`config.mk`:
```
export PLATFORM = sky130hd
export DESIGN_NAME = alu_cmd_sequencer
export DESIGN_NICKNAME = d
export VERILOG_FILES = /design/src/rtl/alu_cmd_sequencer.sv
export SDC_FILE = /design/constraint.sdc
export NUM_CORES = 1
export LEC_CHECK = 0
export ABC_AREA = 1
export CAP_MARGIN = 20
export CORE_MARGIN = 2
export CORE_UTILIZATION = 29
export DETAILED_ROUTE_END_ITERATION = 10
export GPL_ROUTABILITY_DRIVEN = 0
export PLACE_DENSITY = 0.57
export RECOVER_POWER = 50
export SLEW_MARGIN = 20
export SYNTH_ARGS = -nofsm -noshare
export SYNTH_HDL_FRONTEND = slang
export SYNTH_SLANG_ARGS = --single-unit
```
`constraint.sdc`:
```
create_clock -name clk -period 9.46 [get_ports clk]
set_input_delay 0.946 -clock clk [delete_from_list [all_inputs] [get_ports clk]]
set_output_delay 0.946 -clock clk [all_outputs]
set_load 0.02 [all_outputs]
```
`src/rtl/alu_cmd_sequencer.sv`:
```
// Command sequencer in front of the ALU core: buffers commands in a small FIFO,
// issues them one at a time with start/done, and returns results or timeouts.
module alu_cmd_sequencer #(
  parameter int DATA_W  = 8,
  parameter int OP_W    = 4,
  parameter int DEPTH   = 4,
  parameter int TIMEOUT = 16
) (
  input  logic                   clk,
  input  logic                   reset,
  input  logic                   cmd_valid,
  output logic                   cmd_ready,
  input  logic [OP_W-1:0]        cmd_op,
  input  logic [DATA_W-1:0]      cmd_a,
  input  logic [DATA_W-1:0]      cmd_b,
  output logic                   alu_start,
  output logic [OP_W-1:0]        alu_op,
  output logic [DATA_W-1:0]      alu_a,
  output logic [DATA_W-1:0]      alu_b,
  input  logic                   alu_done,
  input  logic [2*DATA_W-1:0]    alu_result,
  output logic                   rsp_valid,
  input  logic                   rsp_ready,
  output logic [OP_W-1:0]        rsp_op,
  output logic [2*DATA_W-1:0]    rsp_result,
  output logic                   rsp_timeout,
  output logic [$clog2(DEPTH):0] fifo_count
);
  // state | meaning
  // IDLE  | waiting for a buffered command; pops the FIFO head into alu_op/a/b
  // ISSUE | single-cycle alu_start pulse
  // WAIT  | waiting for alu_done, abandoned after TIMEOUT cycles
  // RESP  | response held stable until rsp_ready
  localparam logic [1:0] S_IDLE  = 2'd0;
  localparam logic [1:0] S_ISSUE = 2'd1;
  localparam logic [1:0] S_WAIT  = 2'd2;
  localparam logic [1:0] S_RESP  = 2'd3;

  localparam int PTR_W = $clog2(DEPTH);
  localparam int CNT_W = PTR_W + 1;
  localparam int TMO_W = $clog2(TIMEOUT) + 1;
  localparam int RES_W = 2 * DATA_W;
  localparam int ENT_W = OP_W + 2 * DATA_W;

  logic [ENT_W-1:0]  mem_q [DEPTH];
  logic [ENT_W-1:0]  mem_d [DEPTH];
  logic [PTR_W-1:0]  wr_ptr_q, wr_ptr_d;
  logic [PTR_W-1:0]  rd_ptr_q, rd_ptr_d;
  logic [CNT_W-1:0]  count_q, count_d;
  logic [1:0]        state_q, state_d;
  logic [TMO_W-1:0]  tmo_cnt_q, tmo_cnt_d;
  logic [OP_W-1:0]   alu_op_q, alu_op_d;
  logic [DATA_W-1:0] alu_a_q, alu_a_d;
  logic [DATA_W-1:0] alu_b_q, alu_b_d;
  logic [OP_W-1:0]   rsp_op_q, rsp_op_d;
  logic [RES_W-1:0]  rsp_result_q, rsp_result_d;
  logic              rsp_timeout_q, rsp_timeout_d;
  logic              push, pop, tmo_hit;

  assign cmd_ready = (count_q != CNT_W'(DEPTH));
  assign push      = cmd_valid && cmd_ready;
  assign pop       = (state_q == S_IDLE) && (count_q != '0);
  assign tmo_hit   = (tmo_cnt_q == TMO_W'(TIMEOUT - 1));

  always_comb begin
    mem_d    = mem_q;
    wr_ptr_d = wr_ptr_q;
    rd_ptr_d = rd_ptr_q;
    count_d  = count_q;
    if (push) begin
      mem_d[wr_ptr_q] = {cmd_op, cmd_a, cmd_b};
      wr_ptr_d        = wr_ptr_q + PTR_W'(1);
    end
    if (pop) begin
      rd_ptr_d = rd_ptr_q + PTR_W'(1);
    end
    if (push && !pop) begin
      count_d = count_q + CNT_W'(1);
    end else if (pop && !push) begin
      count_d = count_q - CNT_W'(1);
    end
  end

  always_comb begin
    state_d       = state_q;
    tmo_cnt_d     = tmo_cnt_q;
    alu_op_d      = alu_op_q;
    alu_a_d       = alu_a_q;
    alu_b_d       = alu_b_q;
    rsp_op_d      = rsp_op_q;
    rsp_result_d  = rsp_result_q;
    rsp_timeout_d = rsp_timeout_q;
    case (state_q)
      S_IDLE: begin
        if (pop) begin
          {alu_op_d, alu_a_d, alu_b_d} = mem_q[rd_ptr_q];
          tmo_cnt_d = '0;
          state_d   = S_ISSUE;
        end
      end
      S_ISSUE: begin
        state_d = S_WAIT;
      end
      S_WAIT: begin
        tmo_cnt_d = tmo_cnt_q + TMO_W'(1);
        // A done arriving on the timeout cycle still delivers the real result.
        if (alu_done) begin
          rsp_op_d      = alu_op_q;
          rsp_result_d  = alu_result;
          rsp_timeout_d = 1'b0;
          state_d       = S_RESP;
        end else if (tmo_hit) begin
          rsp_op_d      = alu_op_q;
          rsp_result_d  = '0;
          rsp_timeout_d = 1'b1;
          state_d       = S_RESP;
        end
      end
      S_RESP: begin
        if (rsp_ready) begin
          tmo_cnt_d = '0;
          state_d   = S_IDLE;
        end
      end
      default: state_d = S_IDLE;
    endcase
  end

  always_ff @(posedge clk or posedge reset) begin
    if (reset) begin
      for (int i = 0; i < DEPTH; i++) begin
        mem_q[i] <= '0;
      end
      wr_ptr_q      <= '0;
      rd_ptr_q      <= '0;
      count_q       <= '0;
      state_q       <= S_IDLE;
      tmo_cnt_q     <= '0;
      alu_op_q      <= '0;
      alu_a_q       <= '0;
      alu_b_q       <= '0;
      rsp_op_q      <= '0;
      rsp_result_q  <= '0;
      rsp_timeout_q <= 1'b0;
    end else begin
      mem_q         <= mem_d;
      wr_ptr_q      <= wr_ptr_d;
      rd_ptr_q      <= rd_ptr_d;
      count_q       <= count_d;
      state_q       <= state_d;
      tmo_cnt_q     <= tmo_cnt_d;
      alu_op_q      <= alu_op_d;
      alu_a_q       <= alu_a_d;
      alu_b_q       <= alu_b_d;
      rsp_op_q      <= rsp_op_d;
      rsp_result_q  <= rsp_result_d;
      rsp_timeout_q <= rsp_timeout_d;
    end
  end

  assign alu_start   = (state_q == S_ISSUE);
  assign alu_op      = alu_op_q;
  assign alu_a       = alu_a_q;
  assign alu_b       = alu_b_q;
  assign rsp_valid   = (state_q == S_RESP);
  assign rsp_op      = rsp_op_q;
  assign rsp_result  = rsp_result_q;
  assign rsp_timeout = rsp_timeout_q;
  assign fifo_count  = count_q;

endmodule

```
Yosys cells after proc, flatten, opt, wreduce, memory -nomap -nowiden
Cells that the tools add are included.

operators by class
  $add $sub $neg = 5
  magnitude comparators = 3
  eq/ne operators = 8
  mux-type cells = 22
  bitwise gates (word level) = 2
  reductions and logical operators = 16

operator list
  cell                                                 number
  bitwise mux 80 bit                                   1
  two-way mux 20 bit                                   3
  binary-select mux 20 bit (select 2 bit)              1
  demux 20 bit (select 2 bit)                          1
  two-way mux 16 bit                                   2
  case mux 5 bit (3 select lines)                      1
  two-way mux 5 bit                                    2
  two-way mux 2 bit                                    4
  two-way mux 4 bit                                    2
  case mux 2 bit (4 select lines)                      1
  >= comparator 3 bit, second input constant           2
  two-way mux 3 bit                                    2
  inequality test 3 bit, second input constant         2
  inverter 2 -> 3 bit                                  2
  AND reduction 3 bit                                  2
  nonzero test 3 bit                                   2
  adder 5 x 1 -> 5 bit, second input constant          1
  equality test 5 x 4 -> 1 bit, second input constant  1
  logical AND 1 bit                                    5
  adder 2 x 1 -> 2 bit, second input constant          2
  equality test 2 bit, second input constant           2
  AND reduction 2 bit                                  2
  nonzero test 2 bit                                   2
  adder 3 x 1 -> 3 bit, second input constant          1
  other kinds (8)                                      10

word-level totals
  register bits = 135
  input bits = 41
  logic and storage cells = 71

Logic depth before layout (Yosys ltp)
  depth after elaboration = 6
  mapped depth = 12
  mapped depth without buffers = 11

Worst setup path before layout
No wires, ideal clock.

  path type = input to register
  start point = input port cmd_valid
  end point = register count_q[2], in the netlist fifo_count[2]
  library setup time = 0.123 ns
  arrival time = 2.066 ns
  setup slack = 7.271 ns
  stages on the path = 9
  cell sequence = nand2_8 buf_6 inv_1 ha_1 inv_1 fa_1 nand2_1 nand3_1 xor2_1

between the ends
  word-level cells in the longest chain between the ends = 4
  elaborated cells on any way between the ends = 6
  those cells by class = mux: 1; reduce/logical: 5

RTL lines
  item                          line  source
  start, declared               11    input logic cmd_valid,
  logical AND 1 bit (*)         61    assign push = cmd_valid && cmd_ready;
  net push                      58    logic push, pop, tmo_hit;
  zero test 1 bit               79    end else if (pop && !push) begin
  logical AND 1 bit             79
  nonzero test 2 bit (no line)  --
  end signal, assigned          149   count_q <= count_d;
  end, declared                 49    logic [CNT_W-1:0] count_q, count_d;

Mark *: on every way through the listed nets, which the timed path passes. The rest lies on a longest branch.
A chain may end at the register's enable or synchronous reset.

Final worst setup path
  start point = input port cmd_valid
  end point = register mem_q[56] in the netlist's numbering

between the ends
  word-level cells in the longest chain between the ends = 1

RTL lines
  item                  line  source
  logical AND 1 bit     61
  end signal, assigned  146   mem_q <= mem_d;
  end, declared         45    logic [ENT_W-1:0] mem_q [DEPTH];

Every way passes these cells.

==> impl_metrics.json <==
{
  "outcome": "finished, violations left",
  "violations": "max-capacitance violations, max-slew violations",
  "start_kind": "primary input",
  "clkSinkCount": 135,
  "maxCapViolations": 2,
  "seq_area_frac_synth": 0.554,
  "synth_fa_ha_area_frac": 0.0259,
  "insertion_delay_ns": 0.42,
  "power_frac_comb": 0.413,
  "internal-power_uw": 1740,
  "grt-ovfl-total": 0,
  "row_count": 53,
  "preCtsSetupSlack_ns": 6.50,
  "synthMuxAreaShare": 0,
  "fin_cells": 1084,
  "multi_input_area_sq_um": 2230,
  "drt-pass1-iter-count": 5,
  "cts.repair.resized": 0,
  "track_usage": 0.145,
  "holdPathStages": 2,
  "vias": 4917,
  "path_class": "primary input to flop",
  "relSlewSlack": -1.38,
  "min_period_ns": 3.98,
  "finalClockSkew_ns": 0.00854,
  "max_freq_ghz": 0.251,
  "reg2reg_depth": 5,
  "coreArea_sq_um": 20800,
  "synth_edf_count": 0,
  "totalWireLength_um": 15300,
  "yosysMostFrequentCell": "nand2_1",
  "switching_share": 0.392,
  "nets": 850,
  "htree_levels": 4,
  "cts_buffers": 17,
  "cp.required_ns": 9.68,
  "io_pins": 88,
  "finalSetupTns_ns": 0,
  "die_y_um": 149,
  "power.leakage_uw": 0.00372,
  "tritoncts": "done",
  "ys_seq_elements": 135,
  "crit_path_max_fanout": 43,
  "grt_start_max_net_pins": 83,
  "tightest_slew_ns": 3.55,
  "area_growth_pct": 26.8,
  "stdcell_area_sq_um": 7730,
  "power.total_uw": 2860,
  "hold_viol": 0,
  "power.switching_uw": 1120,
  "vias_per_cell": 4.54,
  "synth.largest_area_cell": "dfrtp_1",
  "synth_compound_area_frac": 0.129,
  "placed_area_sq_um": 7160,
  "drc": 0,
  "p_clk_frac": 0.238,
  "syn-num-nets": 777,
  "ys_types": 23,
  "yosys_most_used_dff": "dfrtp_1",
  "crit_arrival_ns": 4.20,
  "dieArea_sq_um": 22200,
  "clk_pin_slew_ns": 0.06,
  "slew_viol_final": 107,
  "finalSetupViolCount": 0,
  "end_kind": "flop",
  "ff_latch_area_sq_um": 3380,
  "dpl.hpwl_um": 9510,
  "fillCellCount": 2160,
  "hold_path_class": "flop to flop",
  "max-vdd-ir-drop_mv": 0.178,
  "num_antenna_cells": 0,
  "cts-root-buf": "clkbuf_16",
  "drt_iter0_markers": 296,
  "cts.path.max_buffers": 2,
  "powerDensity_nw_per_um2": 370,
  "yosys.area_share.simple": 0.210,
  "grt_pass1_wl_um": 25200,
  "dp_cells": 1053,
  "worst_slack_ns": 5.48,
  "ys_warn_count": 0,
  "synth_area_leaders": "dfrtp_1 (55%), nand2_1 (16%), o21ai_0 (7.6%), inv_1 (4.1%), o21ai_1 (3.0%)",
  "syn_area_per_cell_sq_um": 8.42,
  "ys_async_sr_fraction": 1.00,
  "rsz0062_at_grt": "no",
  "drive_gt1_frac": 0.0482,
  "seqPwrFrac": 0.348,
  "grt_pass1_vias": 4672,
  "holdBufCountCts": 0,
  "detail-route-antenna-nets": 0,
  "syn_inst": 724,
  "synth_xor_area_frac": 0.00575,
  "initial_core_util": 0.293,
  "die_w_um": 149,
  "synth_top_family_by_area": "simple AND/OR/NAND/NOR gates",
  "fin_crit_sh": 0.421,
  "antenna_found_initial": 0,
  "cts_setup_buffers": 0,
  "synth_top_area_frac": 0.554,
  "io_buffers": 87,
  "syn-cell-area_sq_um": 6090,
  "ys_top_cells_by_count": "nand2_1 (257), dfrtp_1 (135), o21ai_0 (92)",
  "wl_per_cell_um": 14.1
}
## cell type report
| class | instances | area share |
|---|---|---|
| inverters | 69 | 0.0337 |
| clock inverters | 8 | 0.0155 |
| repair buffers | 93 | 0.118 |
| multi-input cells | 481 | 0.289 |
| clock buffers | 23 | 0.0631 |
| flip-flops and latches | 135 | 0.437 |
| well taps | 275 | 0.0445 |
## worst max-delay path: stages
cell and delay [ns]:
dlygate4sd3_1 0.53, nand2_1 0.78, nor2_1 1.75, o21ai_0 0.19
## metrics by stage
stage          utilization  hold WS, ns
2_1_floorplan            -        0.441
3_3_place_gp         0.344        0.457
3_5_place_dp         0.344        0.465
4_1_cts              0.373        0.477
5_1_grt              0.371        0.500
6_report             0.371        0.474
## placed cells by master (no fill, tap or decap)
master | Yosys | layout
a22o_1 | 16 | 16
buf_4 | 2 | 4
bufinv_16 | 0 | 3
clkbuf_1 | 10 | 4
clkbuf_16 | 0 | 17
clkbuf_8 | 0 | 4
clkdlybuf4s50_1 | 0 | 84
clkinv_2 | 0 | 3
clkinvlp_2 | 0 | 1
clkinvlp_4 | 0 | 2
dfrtp_1 | 135 | 135
dlygate4sd3_1 | 0 | 3
fa_1 | 1 | 1
ha_1 | 11 | 11
inv_1 | 67 | 66
inv_2 | 2 | 2
nand2_1 | 257 | 258
nand2_4 | 1 | 1
nand3_1 | 27 | 27
nor2_1 | 29 | 32
nor2_4 | 2 | 1
o21ai_0 | 92 | 98
o21ai_1 | 37 | 31
or2_2 | 1 | 1
xnor2_1 | 1 | 1
xor2_1 | 3 | 3
## path summary, 6_finish.rpt
path	endpoint	slack, ns	startpoint
max in group asynchronous	mem_q[58]	5.54	reset
min	mem_q[63]	0.47	mem_q[63]
min reg2reg	mem_q[63]	0.47	mem_q[63]
max	mem_q[56]	5.48	cmd_valid
min in group asynchronous	alu_b[0]	2.03	reset
max reg2reg	mem_q[56]	5.93	fifo_count[0]
## power groups by stage
stage               sequential (uW)  clock [uW]  combinational [uW]
floorplan                      1070           0                 707
global placement                997           0                1200
detailed placement             1000           0                1200
CTS                             996         693                1210
global route                   1030         718                1340
finish                          996         681                1180
## kinds of logic after synthesis
| kind of cell | Yosys count |
|---|---|
| and+or+nand+nor | 320 |
| AOI/OAI and AO/OA | 145 |
| DFF | 135 |
| buffers and inverters | 108 |
| adders and majority gates | 12 |
| xor gates and xnor gates | 4 |
## metal layers
layer,global-route usage,up-vias,share of wire
li1,-,2438,-
met2,0.226,123,0.46
met3,0.0346,20,0.049
met1,0.195,2336,0.48
met4,0.0552,0,0.019
met5,0,-,0
## registers in the layout, summed over array words and instances (netlist names), 3 cells and up
register and count:
mem_q 80, rsp_result 16, alu_a 8, alu_b 8, tmo_cnt_q 5, alu_op 4, rsp_op 4, fifo_count 3
Power figures use the tool's default switching activity.
